<file path="src/rtl/axi_to_reg_v.sv">
// AXI4 subordinate that serialises every AXI beat into one register-bus access.
// One transaction in flight; AW/AR contention is arbitrated round-robin, write first after reset.
module axi_to_reg_v #(
    parameter int unsigned AxiDataWidth = 64,
    parameter int unsigned AxiAddrWidth = 64,
    parameter int unsigned AxiIdWidth   = 1,
    parameter int unsigned AxiUserWidth = 1
) (
    input  logic                      clk_i,
    input  logic                      rst_ni,
    // write address
    input  logic [AxiIdWidth-1:0]     axi_req_aw_id,
    input  logic [AxiAddrWidth-1:0]   axi_req_aw_addr,
    input  logic [7:0]                axi_req_aw_len,
    input  logic [2:0]                axi_req_aw_size,
    input  logic [1:0]                axi_req_aw_burst,
    input  logic [5:0]                axi_req_aw_atop,
    input  logic                      axi_req_aw_valid,
    output logic                      axi_rsp_aw_ready,
    // write data
    input  logic [AxiDataWidth-1:0]   axi_req_w_data,
    input  logic [AxiDataWidth/8-1:0] axi_req_w_strb,
    input  logic                      axi_req_w_last,
    input  logic                      axi_req_w_valid,
    output logic                      axi_rsp_w_ready,
    // write response
    output logic [AxiIdWidth-1:0]     axi_rsp_b_id,
    output logic [1:0]                axi_rsp_b_resp,
    output logic [AxiUserWidth-1:0]   axi_rsp_b_user,
    output logic                      axi_rsp_b_valid,
    input  logic                      axi_req_b_ready,
    // read address
    input  logic [AxiIdWidth-1:0]     axi_req_ar_id,
    input  logic [AxiAddrWidth-1:0]   axi_req_ar_addr,
    input  logic [7:0]                axi_req_ar_len,
    input  logic [2:0]                axi_req_ar_size,
    input  logic [1:0]                axi_req_ar_burst,
    input  logic                      axi_req_ar_valid,
    output logic                      axi_rsp_ar_ready,
    // read data
    output logic [AxiIdWidth-1:0]     axi_rsp_r_id,
    output logic [AxiDataWidth-1:0]   axi_rsp_r_data,
    output logic [1:0]                axi_rsp_r_resp,
    output logic                      axi_rsp_r_last,
    output logic [AxiUserWidth-1:0]   axi_rsp_r_user,
    output logic                      axi_rsp_r_valid,
    input  logic                      axi_req_r_ready,
    // register bus
    output logic [AxiAddrWidth-1:0]   reg_req_addr,
    output logic                      reg_req_write,
    output logic [AxiDataWidth-1:0]   reg_req_wdata,
    output logic [AxiDataWidth/8-1:0] reg_req_wstrb,
    output logic                      reg_req_valid,
    input  logic [AxiDataWidth-1:0]   reg_rsp_rdata,
    input  logic                      reg_rsp_error,
    input  logic                      reg_rsp_ready
);

    localparam int unsigned StrbW = AxiDataWidth / 8;
    localparam logic [2:0] MaxSize = 3'($clog2(StrbW));
    localparam logic [AxiAddrWidth-1:0] AddrOne = {{(AxiAddrWidth-1){1'b0}}, 1'b1};

    typedef enum logic [2:0] {
        IDLE, WR_DATA, WR_REG, WR_RESP, RD_REG, RD_RESP
    } state_e;

    state_e                    state_q, state_d;
    logic                      prio_wr_q;
    logic [AxiIdWidth-1:0]     id_q;
    logic [AxiAddrWidth-1:0]   addr_q;
    logic [7:0]                len_q, beat_q;
    logic [2:0]                size_q;
    logic [1:0]                burst_q;
    logic                      err_q, unsup_q;
    logic [AxiDataWidth-1:0]   data_q;
    logic [StrbW-1:0]          strb_q;

    logic aw_sel, ar_sel, aw_hs, ar_hs, w_hs, reg_ack, last_beat, advance, err_in;
    logic [AxiAddrWidth-1:0] next_addr;
    logic unused_w_last;

    assign unused_w_last = axi_req_w_last;

    // A lone request always wins; under contention the priority pointer decides.
    assign aw_sel = axi_req_aw_valid && (!axi_req_ar_valid || prio_wr_q);
    assign ar_sel = axi_req_ar_valid && (!axi_req_aw_valid || !prio_wr_q);

    assign aw_hs     = axi_rsp_aw_ready && axi_req_aw_valid;
    assign ar_hs     = axi_rsp_ar_ready && axi_req_ar_valid;
    assign w_hs      = axi_rsp_w_ready && axi_req_w_valid;
    assign last_beat = (beat_q == len_q);
    assign err_in    = unsup_q || reg_rsp_error;
    // Unsupported requests never touch the reg bus; their beats complete on their own.
    assign reg_ack   = ((state_q == WR_REG) || (state_q == RD_REG)) && (unsup_q || reg_rsp_ready);
    assign advance   = ((state_q == WR_REG) && reg_ack && !last_beat) ||
                       ((state_q == RD_RESP) && axi_req_r_ready && !last_beat);
    assign next_addr = (burst_q == 2'b00) ? addr_q : addr_q + (AddrOne << size_q);

    assign reg_req_addr   = addr_q;
    assign reg_req_wdata  = data_q;
    assign axi_rsp_b_id   = id_q;
    assign axi_rsp_r_id   = id_q;
    assign axi_rsp_r_data = data_q;
    assign axi_rsp_b_resp = err_q ? 2'b10 : 2'b00;
    assign axi_rsp_r_resp = err_q ? 2'b10 : 2'b00;
    assign axi_rsp_b_user = '0;
    assign axi_rsp_r_user = '0;

    always_comb begin
        state_d          = state_q;
        axi_rsp_aw_ready = 1'b0;
        axi_rsp_ar_ready = 1'b0;
        axi_rsp_w_ready  = 1'b0;
        axi_rsp_b_valid  = 1'b0;
        axi_rsp_r_valid  = 1'b0;
        axi_rsp_r_last   = 1'b0;
        reg_req_valid    = 1'b0;
        reg_req_write    = 1'b0;
        reg_req_wstrb    = '0;
        unique case (state_q)
            IDLE: begin
                axi_rsp_aw_ready = aw_sel;
                axi_rsp_ar_ready = ar_sel;
                if (aw_sel) begin
                    state_d = WR_DATA;
                end else if (ar_sel) begin
                    state_d = RD_REG;
                end
            end
            WR_DATA: begin
                axi_rsp_w_ready = 1'b1;
                if (axi_req_w_valid) state_d = WR_REG;
            end
            WR_REG: begin
                reg_req_valid = !unsup_q;
                reg_req_write = 1'b1;
                reg_req_wstrb = strb_q;
                if (reg_ack) state_d = last_beat ? WR_RESP : WR_DATA;
            end
            WR_RESP: begin
                axi_rsp_b_valid = 1'b1;
                if (axi_req_b_ready) state_d = IDLE;
            end
            RD_REG: begin
                reg_req_valid = !unsup_q;
                if (reg_ack) state_d = RD_RESP;
            end
            RD_RESP: begin
                axi_rsp_r_valid = 1'b1;
                axi_rsp_r_last  = last_beat;
                if (axi_req_r_ready) state_d = last_beat ? IDLE : RD_REG;
            end
            default: state_d = IDLE;
        endcase
    end

    always_ff @(posedge clk_i or negedge rst_ni) begin
        if (!rst_ni) begin
            state_q   <= IDLE;
            prio_wr_q <= 1'b1;
            id_q      <= '0;
            addr_q    <= '0;
            len_q     <= '0;
            beat_q    <= '0;
            size_q    <= '0;
            burst_q   <= '0;
            err_q     <= 1'b0;
            unsup_q   <= 1'b0;
            data_q    <= '0;
            strb_q    <= '0;
        end else begin
            state_q <= state_d;
            if (aw_hs) begin
                id_q    <= axi_req_aw_id;
                addr_q  <= axi_req_aw_addr;
                len_q   <= axi_req_aw_len;
                size_q  <= axi_req_aw_size;
                burst_q <= axi_req_aw_burst;
                beat_q  <= '0;
                err_q   <= 1'b0;
                unsup_q <= (axi_req_aw_atop != 6'd0) || (axi_req_aw_size > MaxSize);
            end else if (ar_hs) begin
                id_q    <= axi_req_ar_id;
                addr_q  <= axi_req_ar_addr;
                len_q   <= axi_req_ar_len;
                size_q  <= axi_req_ar_size;
                burst_q <= axi_req_ar_burst;
                beat_q  <= '0;
                err_q   <= 1'b0;
                unsup_q <= (axi_req_ar_size > MaxSize);
            end
            // Priority only flips when both channels actually competed.
            if (axi_req_aw_valid && axi_req_ar_valid && (aw_hs || ar_hs)) begin
                prio_wr_q <= ar_hs;
            end
            if (w_hs) begin
                data_q <= axi_req_w_data;
                strb_q <= axi_req_w_strb;
            end
            if (reg_ack) begin
                if (state_q == WR_REG) begin
                    err_q <= err_q || err_in;
                end else begin
                    err_q  <= err_in;
                    data_q <= unsup_q ? '0 : reg_rsp_rdata;
                end
            end
            if (advance) begin
                beat_q <= beat_q + 8'd1;
                addr_q <= next_addr;
            end
        end
    end

endmodule

</file>
<file path="config.mk">
export PLATFORM = sky130hd
export DESIGN_NAME = axi_to_reg_v
export DESIGN_NICKNAME = d
export VERILOG_FILES = /design/src/rtl/axi_to_reg_v.sv
export SDC_FILE = /design/constraint.sdc
export NUM_CORES = 1
export LEC_CHECK = 0
export ABC_AREA = 1
export CAP_MARGIN = 20
export CELL_PAD_IN_SITES_DETAIL_PLACEMENT = 2
export CELL_PAD_IN_SITES_GLOBAL_PLACEMENT = 2
export CORE_AREA = 2 2 201 203
export CTS_BUF_LIST = sky130_fd_sc_hd__clkbuf_2
export DETAILED_ROUTE_END_ITERATION = 8
export DIE_AREA = 0 0 203 205
export DONT_BUFFER_PORTS = 1
export PLACE_DENSITY = 0.74
export SLEW_MARGIN = 25
export SYNTH_ARGS = -nofsm -noshare
export SYNTH_HDL_FRONTEND = slang
export SYNTH_SLANG_ARGS = --single-unit
</file>
<file path="constraint.sdc">
create_clock -name clk_i -period 2.9 [get_ports clk_i]
set_input_delay 0.435 -clock clk_i [delete_from_list [all_inputs] [get_ports clk_i]]
set_output_delay 0.435 -clock clk_i [all_outputs]
set_load 0.05 [all_outputs]
</file>
=== Yosys cells after proc, flatten, opt, wreduce, memory -nomap -nowiden ===
Index checks and enable logic that the tools add are counted.

* Bits of input ports: 308
* Output and inout port bits: 216
* Bits in registers: 164

* Multiplexer cells: 45
* Shift operators: 1
* Magnitude comparators: 2
* Reductions and logical operators: 35
* Eq/ne operators: 13
* $add $sub $neg: 2

{| class="wikitable"
|+ Operators with widths
! kind !! number
|-
| $mux W64 || 8
|-
| $add A64 B64 Y64 || 1
|-
| $shl A1 B3 Y64 const A || 1
|-
| $mux W8 || 6
|-
| $mux W3 || 10
|-
| $pmux W3 S6 || 1
|-
| $mux W1 || 16
|-
| $logic_and A1 B1 Y1 || 12
|-
| $ne A2 B2 Y1 const B || 6
|-
| $logic_or A1 B1 Y1 || 9
|-
| $add A8 B1 Y8 const B || 1
|-
| $eq A8 B8 Y1 || 1
|-
| $mux W2 || 4
|-
| $eq A3 B2 Y1 const B || 2
|-
| $eq A3 B3 Y1 const B || 2
|-
| $gt A3 B2 Y1 const B || 2
|-
| $reduce_and A6 Y1 || 1
|-
| $reduce_bool A3 Y1 || 2
|-
| $reduce_bool A6 Y1 || 1
|-
| $logic_not A1 Y1 || 5
|-
| $eq A3 B1 Y1 const B || 1
|-
| $logic_not A3 Y1 || 1
|-
| $ne A3 B3 Y1 const B || 1
|-
| $logic_not A2 Y1 || 1
|-
| 3 further kinds || 3
|}

=== Logic depth before layout (Yosys ltp) ===
* Depth after elaboration: 8
* Gate-level depth with buffers: 16

=== Least setup slack after synthesis ===
No wires, ideal clock.

* Kind: reg-to-reg
* From: register state_q[1]
* To: register state_q[1]
* Cell stages (with the launch flop): 6
* Arrival time: 2.269 ns
* Setup time: 0.125 ns
* Data required time: 2.775 ns
* Path slack: 0.506 ns
* Cell sequence: dfrtp_1 -> inv_1 -> nor3_1 -> a21oi_1 -> nand3_1 -> mux2_2

* Longest elaborated chain between the ends: 5
* Elaborated cells between the ends (all ways): 16
* Those cells by class: eq/ne: 11; mux: 1; reduce/logical: 4

{| class="wikitable"
|+ RTL lines
! element !! RTL line !! RTL
|-
| start, declared || 67 || <nowiki>state_e state_q, state_d;</nowiki>
|-
| start signal, assigned || 172 || <nowiki>state_q <= state_d;</nowiki>
|-
| $eq A3 B2 Y1 / $eq A3 B3 Y1 (equally long branches) || 94, 120 ||
|-
| $logic_or A1 B1 Y1 || 94 || <nowiki>assign reg_ack = ((state_q == WR_REG) || (state_q == RD_REG)) && (unsup_q || reg_rsp_ready);</nowiki>
|-
| $logic_and A1 B1 Y1 || 94 ||
|-
| $ne A2 B2 Y1 (no line) || n/a ||
|-
| $reduce_and A6 Y1 (no line) || n/a ||
|}

Parallel ways exist; a longest one is shown, timed or not.
A chain may end at the register's enable or synchronous reset.

=== Worst setup path after layout ===
* From: register unsup_q
* To: register data_q[6], in the netlist axi_rsp_r_data[6]

* Longest elaborated chain between the ends: 3
* Elaborated cells between the ends (all ways): 5
* Those cells by class: mux: 3; reduce/logical: 2

{| class="wikitable"
|+ RTL lines
! element !! RTL line !! RTL
|-
| start, declared || 74 || <nowiki>logic err_q, unsup_q;</nowiki>
|-
| start signal, assigned || 181 || <nowiki>unsup_q <= (axi_req_aw_atop != 6'd0) || (axi_req_aw_size > MaxSize);</nowiki>
|-
| start signal, assigned || 190 || <nowiki>unsup_q <= (axi_req_ar_size > MaxSize);</nowiki>
|-
| $mux W64 / $logic_or A1 B1 Y1 (equally long branches) || 205, 94 ||
|-
| $mux W64 / $logic_and A1 B1 Y1 (equally long branches) || 201, 94 ||
|-
| $mux W64 (*) || 200 || <nowiki>if (reg_ack) begin</nowiki>
|-
| end signal, assigned || 197 || <nowiki>data_q <= axi_req_w_data;</nowiki>
|-
| end signal, assigned || 205 || <nowiki>data_q <= unsup_q ? '0 : reg_rsp_rdata;</nowiki>
|-
| end, declared || 75 || <nowiki>logic [AxiDataWidth-1:0] data_q;</nowiki>
|}

Every way passes the cells marked *; elsewhere a longest branch is shown, timed or not.

==> results.md <==
- Top-count cell post-synth: nand2_1
- Final setup violating endpoints: 1
- CTS sink cnt: ~160
- Max-slew headroom: 0.247
- TritonCTS clock tree: built
- Drt drc: 0
- WP data arrival: about 3.7 ns
- Pint: roughly 8.5 mW
- Status: finished, violations left
- Placeable Area: 39400 µm²
- Seq cells post-synth: roughly 160
- Comb power frac: 0.575
- CTS Buf Count: 17
- Register share of total power: 0.370
- Top post-synthesis cells by count: 543 x nand2_1, 239 x nor2_1, 163 x dfrtp_1
- GRT overflow: 0
- Area grow syn2layout: 37.3%
- Mean number of vias per cell: approximately 5.5
- WL/cell: about 28 µm
- Pin count of the biggest net entering global routing: 165
- Leakage: 7.29 nW
- Max stage delay on crit path: 0.67 ns
- H-tree Lvls: 4
- Tmin final: ~2.9 ns
- Post-Place Cells: 2261
- DP Area: 12400 µm²
- Die Height: slightly above 200 µm
- Clk root buf: clkbuf_2
- Clock network fraction of total power: 0.056
- Sw frac: 0.636
- Mapped Cells: about 1.8k
- Worst slew pin tran: 1.13 ns
- Post-route non-filler standard cell count: about 2.6k
- Setup ws final: -0.00708 ns
- Distinct cells, synth: between 40 and 50
- Peak supply drop: 0.543 mV
- Skew final: between 0.08 and 0.09 ns
- Failing checks: negative hold slack, negative setup slack
- R2R depth: 8
- Synthesis Warnings: 0
- EDFF count, synth: 0
- Initial DRC count: a little over 900
- Initial antenna violation count: 17
- Crit Path Class: reg -> reg
- Buffers added on ports: 0
- Setup crit end kind: flip-flop
- Cell taking the most area after synthesis: dfrtp_1
- WHS: -0.777 ns
- Detailed Route WL: about 74000 µm
- Mean post-synth cell area: 6.62 µm²
- Multi-input gate area: around 6400 µm²
- Asr flop ratio synth: 1.00
- Die area: 41600 µm²
- Initial DRT Pass Iterations: 5
- PD cells: between 1000 and 1500 nW/µm²
- DP Wirelength: 42800 µm
- Final Cycle Share: 1.00
- DR vias: ~15k
- Std-Cell Rows: 73
- Min-Delay Path Class: in -> async
- Global-route wire length before repair: 105000 µm
- Seq/Total Area, Yosys: 0.347
- Storage cell area: just over 4000 µm²
- Finished layout cell area: 16200 µm²
- RePlAce Congestion: about 0.93
- Die Width: between 200 and 250 µm
- Mapped cell area: 11800 µm²
- Post-layout util: 0.412
- Synth top area share: 0.345
- Clock slew at reported path FFs: approximately 0.36 ns
- CTS Buffer Depth: 2
- Final ANT Viol Nets: 0
- Slowest-stage cell, CP: dlygate4sd3_1
- Ys flop type: dfrtp_1
- Required time of the critical path: 3.71 ns
- Hold Vio Cnt, Final: approximately 160
- Crit path max fanout: just over 80
- Max Cap Viol: 0
- F_max: roughly 0.34 GHz
- Synth top area cells: dfrtp_1 34%, nand2_1 17%, nor2_1 7.6%, a21oi_1 5.5%, buf_4 5.0%
- Net count, final: 2410
- FILL cells: roughly 4.6k
- Layout cells sized above 1: 0.105
- P_sw: ~15 mW
- Worst skew pair latency: around 0.89 ns
- Pins Over Slew Limit: 0
- Vias in the first global route: approximately 16k
- CP Cell Sequence: or2_2, inv_1, nor2_1, inv_4, buf_12, a21oi_1, a31oi_1, dlygate4sd3_1
- Initial core utilization: 0.300
- All-Layer GR Usage: 0.336
- CP Launch Type: flip-flop
- I/O pin count: approximately 520
[area by class of cell]
cell class                 count  share of cell area
multi-input combinational   1337               0.395
tap                          525              0.0405
antenna                       17             0.00262
sequential                   164               0.254
timing repair buffer         440               0.265
clock inverter                15             0.00655
timing repair inverter         1            0.000539
inverter                     131              0.0315
clock buffer                  17             0.00524
[worst max-delay path: cells and delay by family, from the launching register on]
family | cells | cell delay [ns]
AO/OA/AOI/OAI | 2 | 0.45
buffers and inverters | 4 | 1.44
flip-flops | 1 | 0.53
AND/OR/NAND/NOR | 2 | 0.40
[state kept, by name, summed over array words and instances, names as in the netlist, 2 cells and up]
signal and flops:
axi_rsp_r_data 64, burst_q 2, len_q 8, state_q 3, size_q 3, beat_q 8
strb_q 8, reg_req_addr 64
[cell usage in the layout, fill, tap and decap left out, types with 8 or more instances in the layout]
master         count
a21oi_1          128
a31oi_1           69
buf_12             8
buf_4             97
clkbuf_2          17
dfrtp_1          154
dfrtp_2            9
diode_2           17
dlygate4sd3_1    327
ha_1               8
inv_1            119
inv_2              9
mux2i_1           20
nand2_1          538
nand3_1           90
nand3b_1           9
nand4_1           29
nor2_1           236
nor3_1            20
o211ai_1          11
o21ai_0           59
o21ai_1           13
o22ai_1           11
or2_2             19
xnor2_1           11
xor2_1            13
[what timing repair did]
item | 4_1_cts | 5_1_grt
pin swaps | 1 | 1
setup endpoints to repair | 7 | 116
gates cloned | 0 | 3
resized for setup | 3 | 50
hold buffers | 326 | 2
hold endpoints to repair | 326 | 165
setup buffers | 3 | 4
[power by group through the flow]
stage / Combinational (mW) / Sequential [mW] / Clock (mW)
floorplan: 7.86 / 7.67 / 0
global placement: 9.54 / 8.32 / 0
detailed placement: 9.95 / 8.37 / 0
CTS: 11.9 / 8.32 / 1.29
global route: 14.2 / 8.72 / 1.41
finish: 13.4 / 8.59 / 1.29
[metal layers]
layer,GRT usage,part of all wire,wire [µm],vias to the layer above
li1,-,-,-,6355
met1,0.359,0.37,27100,7394
met2,0.606,0.50,37300,664
met3,0.0781,0.061,4490,253
met4,0.195,0.068,5020,2
met5,0,0.00018,13,-
[path summary, 6_finish.rpt]
path / slack, ns / from / to
setup / recovery: -0.007 / unsup_q / axi_rsp_r_data[6]
hold / removal: -0.78 / rst_ni / reg_req_addr[42]
setup reg to reg: -0.007 / unsup_q / axi_rsp_r_data[6]
hold reg to reg: 0.57 / beat_q[0] / beat_q[0]
max in group asynchronous: 3.20 / rst_ni / reg_req_addr[48]
min in group clk_i: 0.21 / axi_req_ar_addr[23] / reg_req_addr[23]
[logic make-up after synthesis]
family                   Yosys count  synth area share
AO/OA/AOI/OAI                    298             0.138
buffers and inverters            287             0.122
multiplexers                      21            0.0179
adder cells (fa/ha/maj)           10            0.0112
AND/OR/NAND/NOR                  979             0.345
flip-flops                       164             0.347
XOR/XNOR                          25            0.0185
other                              1          0.000317
[stage by stage]
| stage | hold slack, ns | setup slack [ns] | TNS, ns | power, mW |
|---|---|---|---|---|
| final | -0.777 | -0.00708 | -0.00708 | 23.2 |
| after global routing | -0.896 | -0.120 | -0.915 | 24.3 |
| after CTS | -0.945 | 0.00794 | 0 | 21.5 |
| after detailed placement | 0.154 | -0.00515 | -0.00515 | 18.3 |
| after global placement | 0.154 | 0.134 | 0 | 17.9 |
| after floorplan | 0.139 | 0.506 | 0 | 15.5 |
No activity file was read; power rests on OpenSTA's default activity.
